===== src/rtl/song_sequencer.sv =====
// Beat-rate note sequencer: walks the song ROM one entry per beat, issuing a
// qualified lane mask per beat, with start/pause/stop control and note scoring.
module song_sequencer #(
  parameter int unsigned BEAT_DIV = 12_500_000,
  parameter int unsigned SONG_LEN = 94
) (
  input  logic       clk,
  input  logic       rst_n,
  input  logic       start,
  input  logic       pause,
  input  logic       stop,
  output logic [6:0] rom_addr,
  input  logic [4:0] rom_data,
  output logic [4:0] note,
  output logic       note_valid,
  output logic [6:0] beat_idx,
  output logic [6:0] note_count,
  output logic       playing,
  output logic       done
);

  localparam int unsigned DIV_W  = 24;
  localparam int unsigned ADDR_W = 7;
  localparam int unsigned LANE_W = 5;
  localparam int unsigned CNT_W  = 7;

  localparam logic [DIV_W-1:0]  DIV_LAST  = DIV_W'(BEAT_DIV - 1);
  localparam logic [ADDR_W-1:0] ADDR_LAST = ADDR_W'(SONG_LEN - 1);
  localparam logic [CNT_W-1:0]  CNT_MAX   = {CNT_W{1'b1}};

  localparam logic [1:0] S_IDLE    = 2'd0;
  localparam logic [1:0] S_PLAYING = 2'd1;
  localparam logic [1:0] S_PAUSED  = 2'd2;
  localparam logic [1:0] S_DONE    = 2'd3;

  logic [1:0]        state_q, state_d;
  logic [DIV_W-1:0]  div_q, div_d;
  logic [ADDR_W-1:0] addr_q, addr_d;
  logic [LANE_W-1:0] note_q, note_d;
  logic              valid_q, valid_d;
  logic [ADDR_W-1:0] beat_q, beat_d;
  logic [CNT_W-1:0]  count_q, count_d;
  logic              playing_q, playing_d;
  logic              done_q, done_d;

  always_ff @(posedge clk) begin
    if (!rst_n) begin
      state_q   <= S_IDLE;
      div_q     <= '0;
      addr_q    <= '0;
      note_q    <= '0;
      valid_q   <= 1'b0;
      beat_q    <= '0;
      count_q   <= '0;
      playing_q <= 1'b0;
      done_q    <= 1'b0;
    end else begin
      state_q   <= state_d;
      div_q     <= div_d;
      addr_q    <= addr_d;
      note_q    <= note_d;
      valid_q   <= valid_d;
      beat_q    <= beat_d;
      count_q   <= count_d;
      playing_q <= playing_d;
      done_q    <= done_d;
    end
  end

  // Control priority: stop, start, pause, beat tick. The divider runs on the
  // pause level, so the first unpaused cycle after a pause already counts.
  always_comb begin
    state_d = state_q;
    div_d   = div_q;
    addr_d  = addr_q;
    note_d  = note_q;
    valid_d = 1'b0;
    beat_d  = beat_q;
    count_d = count_q;

    if (stop) begin
      state_d = S_IDLE;
      addr_d  = '0;
      div_d   = '0;
    end else if (start && (state_q == S_IDLE || state_q == S_DONE)) begin
      state_d = S_PLAYING;
      addr_d  = '0;
      div_d   = '0;
      count_d = '0;
    end else if (state_q == S_PLAYING || state_q == S_PAUSED) begin
      if (pause) begin
        state_d = S_PAUSED;
      end else begin
        state_d = S_PLAYING;
        if (div_q == DIV_LAST) begin
          div_d   = '0;
          note_d  = rom_data;
          beat_d  = addr_q;
          valid_d = 1'b1;
          if (rom_data != '0 && count_q != CNT_MAX) begin
            count_d = count_q + CNT_W'(1);
          end
          if (addr_q == ADDR_LAST) begin
            state_d = S_DONE;
            addr_d  = '0;
          end else begin
            addr_d = addr_q + ADDR_W'(1);
          end
        end else begin
          div_d = div_q + DIV_W'(1);
        end
      end
    end

    playing_d = (state_d == S_PLAYING) || (state_d == S_PAUSED);
    done_d    = (state_d == S_DONE);
  end

  assign rom_addr   = addr_q;
  assign note       = note_q;
  assign note_valid = valid_q;
  assign beat_idx   = beat_q;
  assign note_count = count_q;
  assign playing    = playing_q;
  assign done       = done_q;

endmodule


===== config.mk =====
export PLATFORM = sky130hd
export DESIGN_NAME = song_sequencer
export DESIGN_NICKNAME = d
export VERILOG_FILES = /design/src/rtl/song_sequencer.sv
export SDC_FILE = /design/constraint.sdc
export NUM_CORES = 1
export LEC_CHECK = 0
export CORE_ASPECT_RATIO = 0.5
export CORE_UTILIZATION = 35
export CTS_CLUSTER_SIZE = 30
export DETAILED_ROUTE_END_ITERATION = 12
export PLACE_DENSITY = 0.58
export SKIP_CTS_REPAIR_TIMING = 1
export SLEW_MARGIN = 20
export SYNTH_ARGS = -nofsm -noshare
export SYNTH_HDL_FRONTEND = slang
export SYNTH_SLANG_ARGS = --single-unit

===== constraint.sdc =====
create_clock -name clk -period 2.5 [get_ports clk]
set_input_delay 0.5 -clock clk [delete_from_list [all_inputs] [get_ports clk]]
set_output_delay 0.5 -clock clk [all_outputs]
set_load 0.01 [all_outputs]

### After elaboration in Yosys (flattened, before gate mapping)

Index checks and enable logic that the tools add are counted.

| word-level totals | value |
|---|---|
| register bits | 55 |
| bits of input ports | 10 |
| output and inout port bits | 29 |
| word-level logic and storage cells | 57 |

| operators by class | value |
|---|---|
| $add $sub $neg | 3 |
| multiplexer cells | 14 |
| bitwise logic cells | 5 |
| reduce and logical (&&, ||, !) cells | 16 |
| eq/ne operators | 10 |

Operator list:

| cell | count |
|---|---|
| $mux W7 | 6 |
| $add A24 B1 Y24 const B | 1 |
| $eq A24 B24 Y1 const B | 1 |
| $mux W24 | 1 |
| $add A7 B1 Y7 const B | 2 |
| $mux W2 | 6 |
| $reduce_and A5 Y1 | 2 |
| $eq A2 B2 Y1 const B | 4 |
| $eq A7 B7 Y1 const B | 1 |
| $ne A7 B7 Y1 const B | 1 |
| $reduce_bool A2 Y1 | 3 |
| $not A1 Y1 | 5 |
| $reduce_bool A5 Y1 | 1 |
| $reduce_or A5 Y1 | 1 |
| $eq A2 B1 Y1 const B | 2 |
| $logic_or A1 B1 Y1 | 3 |
| $reduce_and A3 Y1 | 1 |
| $reduce_or A3 Y1 | 1 |
| $logic_and A1 B1 Y1 | 2 |
| $logic_not A2 Y1 | 1 |
| $ne A2 B1 Y1 const B | 1 |
| $reduce_and A2 Y1 | 1 |
| $mux W1 | 1 |

### Longest topological paths before layout

| logic depth | value |
|---|---|
| word-level depth | 9 |
| depth in mapped cells | 8 |
| gate-level depth less buffers | 8 |

### Least setup slack after synthesis

OpenSTA, ideal clock, no wires.

| timing | value |
|---|---|
| path kind | register -> register |
| from | register addr_q[1] (netlist: rom_addr[1]) |
| to | register playing_q (netlist: playing) |
| data required time | 2.385 ns |
| period minus slack after synthesis | 2.046 ns |
| cell stages (with the launch flop) | 9 |
| path buffers | 0 |
| slack | 0.454 ns |
| arrival | 1.931 ns |
| library setup time | 0.115 ns |
| cells stage by stage | dfxtp_1 inv_1 ha_1 and4b_1 a31o_2 maj3_1 and2_1 ha_1 and2_1 |

| between the ends | value |
|---|---|
| longest elaborated chain between the ends | 9 |
| elaborated cells between the ends (all ways) | 10 |
| classes of those cells | 3 x eq/ne; 6 x mux; 1 x reduce/logical |

Ends and longest elaborated chain:

| what | RTL line | text |
|---|---|---|
| from (decl) | 38 | `logic [ADDR_W-1:0] addr_q, addr_d;` |
| from (signal assigned) | 60 | `addr_q <= addr_d;` |
| $eq A7 B7 Y1 * | 103 | `if (addr_q == ADDR_LAST) begin` |
| $mux W2 * | 103 |  |
| $mux W2 * | 95 | `if (div_q == DIV_LAST) begin` |
| $mux W2 * | 91 | `if (pause) begin` |
| $mux W2 * | 90 | `end else if (state_q == S_PLAYING \|\| state_q == S_PAUSED) begin` |
| $mux W2 * | 85 | `end else if (start && (state_q == S_IDLE \|\| state_q == S_DONE)) begin` |
| $mux W2 * | 81 | `if (stop) begin` |
| via state_d[1] | 36 | `logic [1:0] state_q, state_d;` |
| $eq A2 B1 Y1 / $eq A2 B2 Y1 (equally long branches) | 115 | `playing_d = (state_d == S_PLAYING) \|\| (state_d == S_PAUSED);` |
| $logic_or A1 B1 Y1 * | 115 |  |
| via playing_d | 43 | `logic playing_q, playing_d;` |
| to (signal assigned) | 65 | `playing_q <= playing_d;` |
| to (decl) | 43 |  |

The timed path passes the listed nets; every way through them passes the cells marked *.
A chain may end at the register's enable or synchronous reset.

### Worst setup path in the final report

| timing | value |
|---|---|
| from | register div_q[0] |
| to | register addr_q[3] (netlist: rom_addr[3]) |

| between the ends | value |
|---|---|
| longest elaborated chain between the ends | 2 |

Ends and longest elaborated chain:

| what | RTL line | text |
|---|---|---|
| from (decl) | 37 | `logic [DIV_W-1:0] div_q, div_d;` |
| from (signal assigned) | 59 | `div_q <= div_d;` |
| $eq A24 B24 Y1 | 95 |  |
| $reduce_and A3 Y1 (no source line) | n/a |  |

No other way between the ends.

==> out/metrics.cfg <==
[yosys]
synthMuxAreaShare_pct = 4.656
yosysTopAreaCell = dfxtp_1
syn_area_mm2 = 0.002580
synth_simple_gate_area_share_pct = 29.73
synthAdderAreaFrac_pct = 2.813
synth_nets = 304
synthTopCellsByArea = dfxtp_1, nor2_1, xor2_1, mux2i_1, nand3_1
syn_inst = 289
synth.yosys.seq_area_share_pct = 42.68
ys_ff_latch = 55
synthArstFlopShare_pct = 0
synth_xor_area_share_pct = 8.778
synth.distinct_cells = 53
synth_top_family_by_area = simple AND/OR/NAND/NOR gates
synth_top_area_share_pct = 42.68
ys_warn_count = 0
synthFlopType = dfxtp_1
synth_edf_count = 0
synth_compound_area_share_pct = 8.826
syn_avg_cell_area_um2 = 8.927

[floorplanning]
start_util_pct = 37.33
ioPinCount = 39
core_mm2 = 0.006910
row_count = 21
die_w_um = 123.4
die_y_um = 62.71
dieArea_mm2 = 0.007740

[final_layout]
fin_nets = 351
antenna_cells = 0
final_cell_mix = dfxtp_1, nor2_1, clkdlybuf4s50_1
syn_to_final_growth_pct = 27.50
layout-drive-gt1-share_pct = 9.524
final_common_cell = dfxtp_1

[setup_path]
start_kind = flip-flop
cp.required_ps = 2680
endpoint_kind = flip-flop
path_max_fanout = 7
critPathKind = flip-flop to flip-flop
crit_arrival_ps = 2380

[sta]
setup_ws_ps = 300.3
fmax_ghz = 0.4546
drv_slew = 0
fin_setup_tns_ps = 0
min_period_over_period_pct = 87.99
max-slew-margin-rel_pct = 59.76
final.setup_skew_ps = 7.646
worst_slew_pin_slew_ps = 600.6
setup-violations-final = 0
post-route-min-period_ps = 2200
hold_violations = 0
rsz0062_at_grt = false

[drt]
postRouteWirelength_um = 5721
vias = 2253
drt-pass1-iter-count = 4
viasPerCell = 5.264
drc = 0
ant_nets = 0
dr.first_iter.drc_count = 126
wl_per_cell_um = 13.37

[clocking]
cts_tree = built
clock_path_buffers = 2
htree_num_levels = 2
clockRootBuffer = clkbuf_16
clk_pin_slew_ps = 70
cts_made_buffers = 5
clock-sinks = 55
clk_latency_ps = 290

[placement]
gp_congestion = 0.8234
hpwl_um = 4203
portBuffers = 38
post-place-ws_ps = 224.7

[grt]
grt_pass1_vias = 2119
grt_first_pass_wirelength_um = 9811
grt_max_degree = 25
grt_use_total_pct = 15.92
grt-ovfl-total = 0
antenna_found_initial = 0

[power]
ir_drop_uv = 250.0
cellLeakagePower_nw = 1.230
powerDensity_mw_per_mm2 = 521.0

[hold_path]
hold_path.class = flip-flop to flip-flop

[job]
drv_cap = 0

[outcome]
status = completed

==> critical path, cell delays in order (launching register included) <==
cell	delay [ps]
dfxtp_1	380
ha_1	210
nand4_1	160
nor4_1	520
and3_1	400
a21bo_2	250
o21ba_2	170
==> power breakdown <==
| part | switching [mW] | internal [mW] |
|---|---|---|
| clock | 0.300 | 0.467 |
| sequential | 0.00138 | 0.878 |
| combinational | 0.0391 | 0.0294 |
| total | 0.340 | 1.37 |
==> cells by family after synthesis <==
logic type,after synthesis
xor+xnor,25
flops,55
compound gates,33
mux,12
buf+inv,16
simple gates,142
fa+ha+maj,6
==> registers in the layout (all words and copies together), names as in the netlist <==
| register | flops |
|---|---|
| div_q | 24 |
| beat_idx | 7 |
| note_count | 7 |
| rom_addr | 7 |
| note | 5 |
| state_q | 2 |
| done | 1 |
| note_valid | 1 |
| playing | 1 |
==> final timing paths <==
path                  to       from  cells after the start  slack (ps)
min reg2reg    div_q[23]  div_q[23]                      2         490
min            div_q[23]  div_q[23]                      2         490
max reg2reg  rom_addr[3]   div_q[0]                      6         300
max          rom_addr[3]   div_q[0]                      6         300
==> cell type report <==
class / instances / area (µm²)
Sequential cell: 55 / 1101
Clock inverter: 2 / 37.54
Clock buffer: 5 / 125.1
Multi-Input combinational cell: 218 / 1414
Tap cell: 92 / 115.1
Fill cell: 644 / 3621
Inverter: 5 / 18.77
Timing Repair Buffer: 51 / 478.0
==> routing by layer <==
layer,track usage [%],part of all wire (%)
met3,3.558,4.8
met4,3.614,0.68
met2,26.26,45
met1,21.09,50
met5,0,0
==> cell usage after synthesis, drive strengths merged (8+ instances only) <==
library cell and instances:
dfxtp 55, nor2 46, nand3 19, xor2 19, nand2 17, nand4 14
mux2i 12, a21oi 10, and3 9, and2 8, nor3 8
==> per-stage QoR <==
step | cell area, µm² | hold slack [ps] | instances | utilization (%) | power (mW)
floorplan | 2580 | 453.8 | 289 | - | 0.9353
global route | 3289 | 526.5 | 428 | 47.60 | 1.792
CTS | 3289 | 497.5 | 428 | 47.60 | 1.738
detailed placement | 3127 | 481.5 | 421 | 45.25 | 0.9677
finish | 3289 | 493.2 | 428 | 47.60 | 1.714
global placement | 3127 | 469.2 | 421 | 45.25 | 0.9672
(Power assumes the default switching activity.)
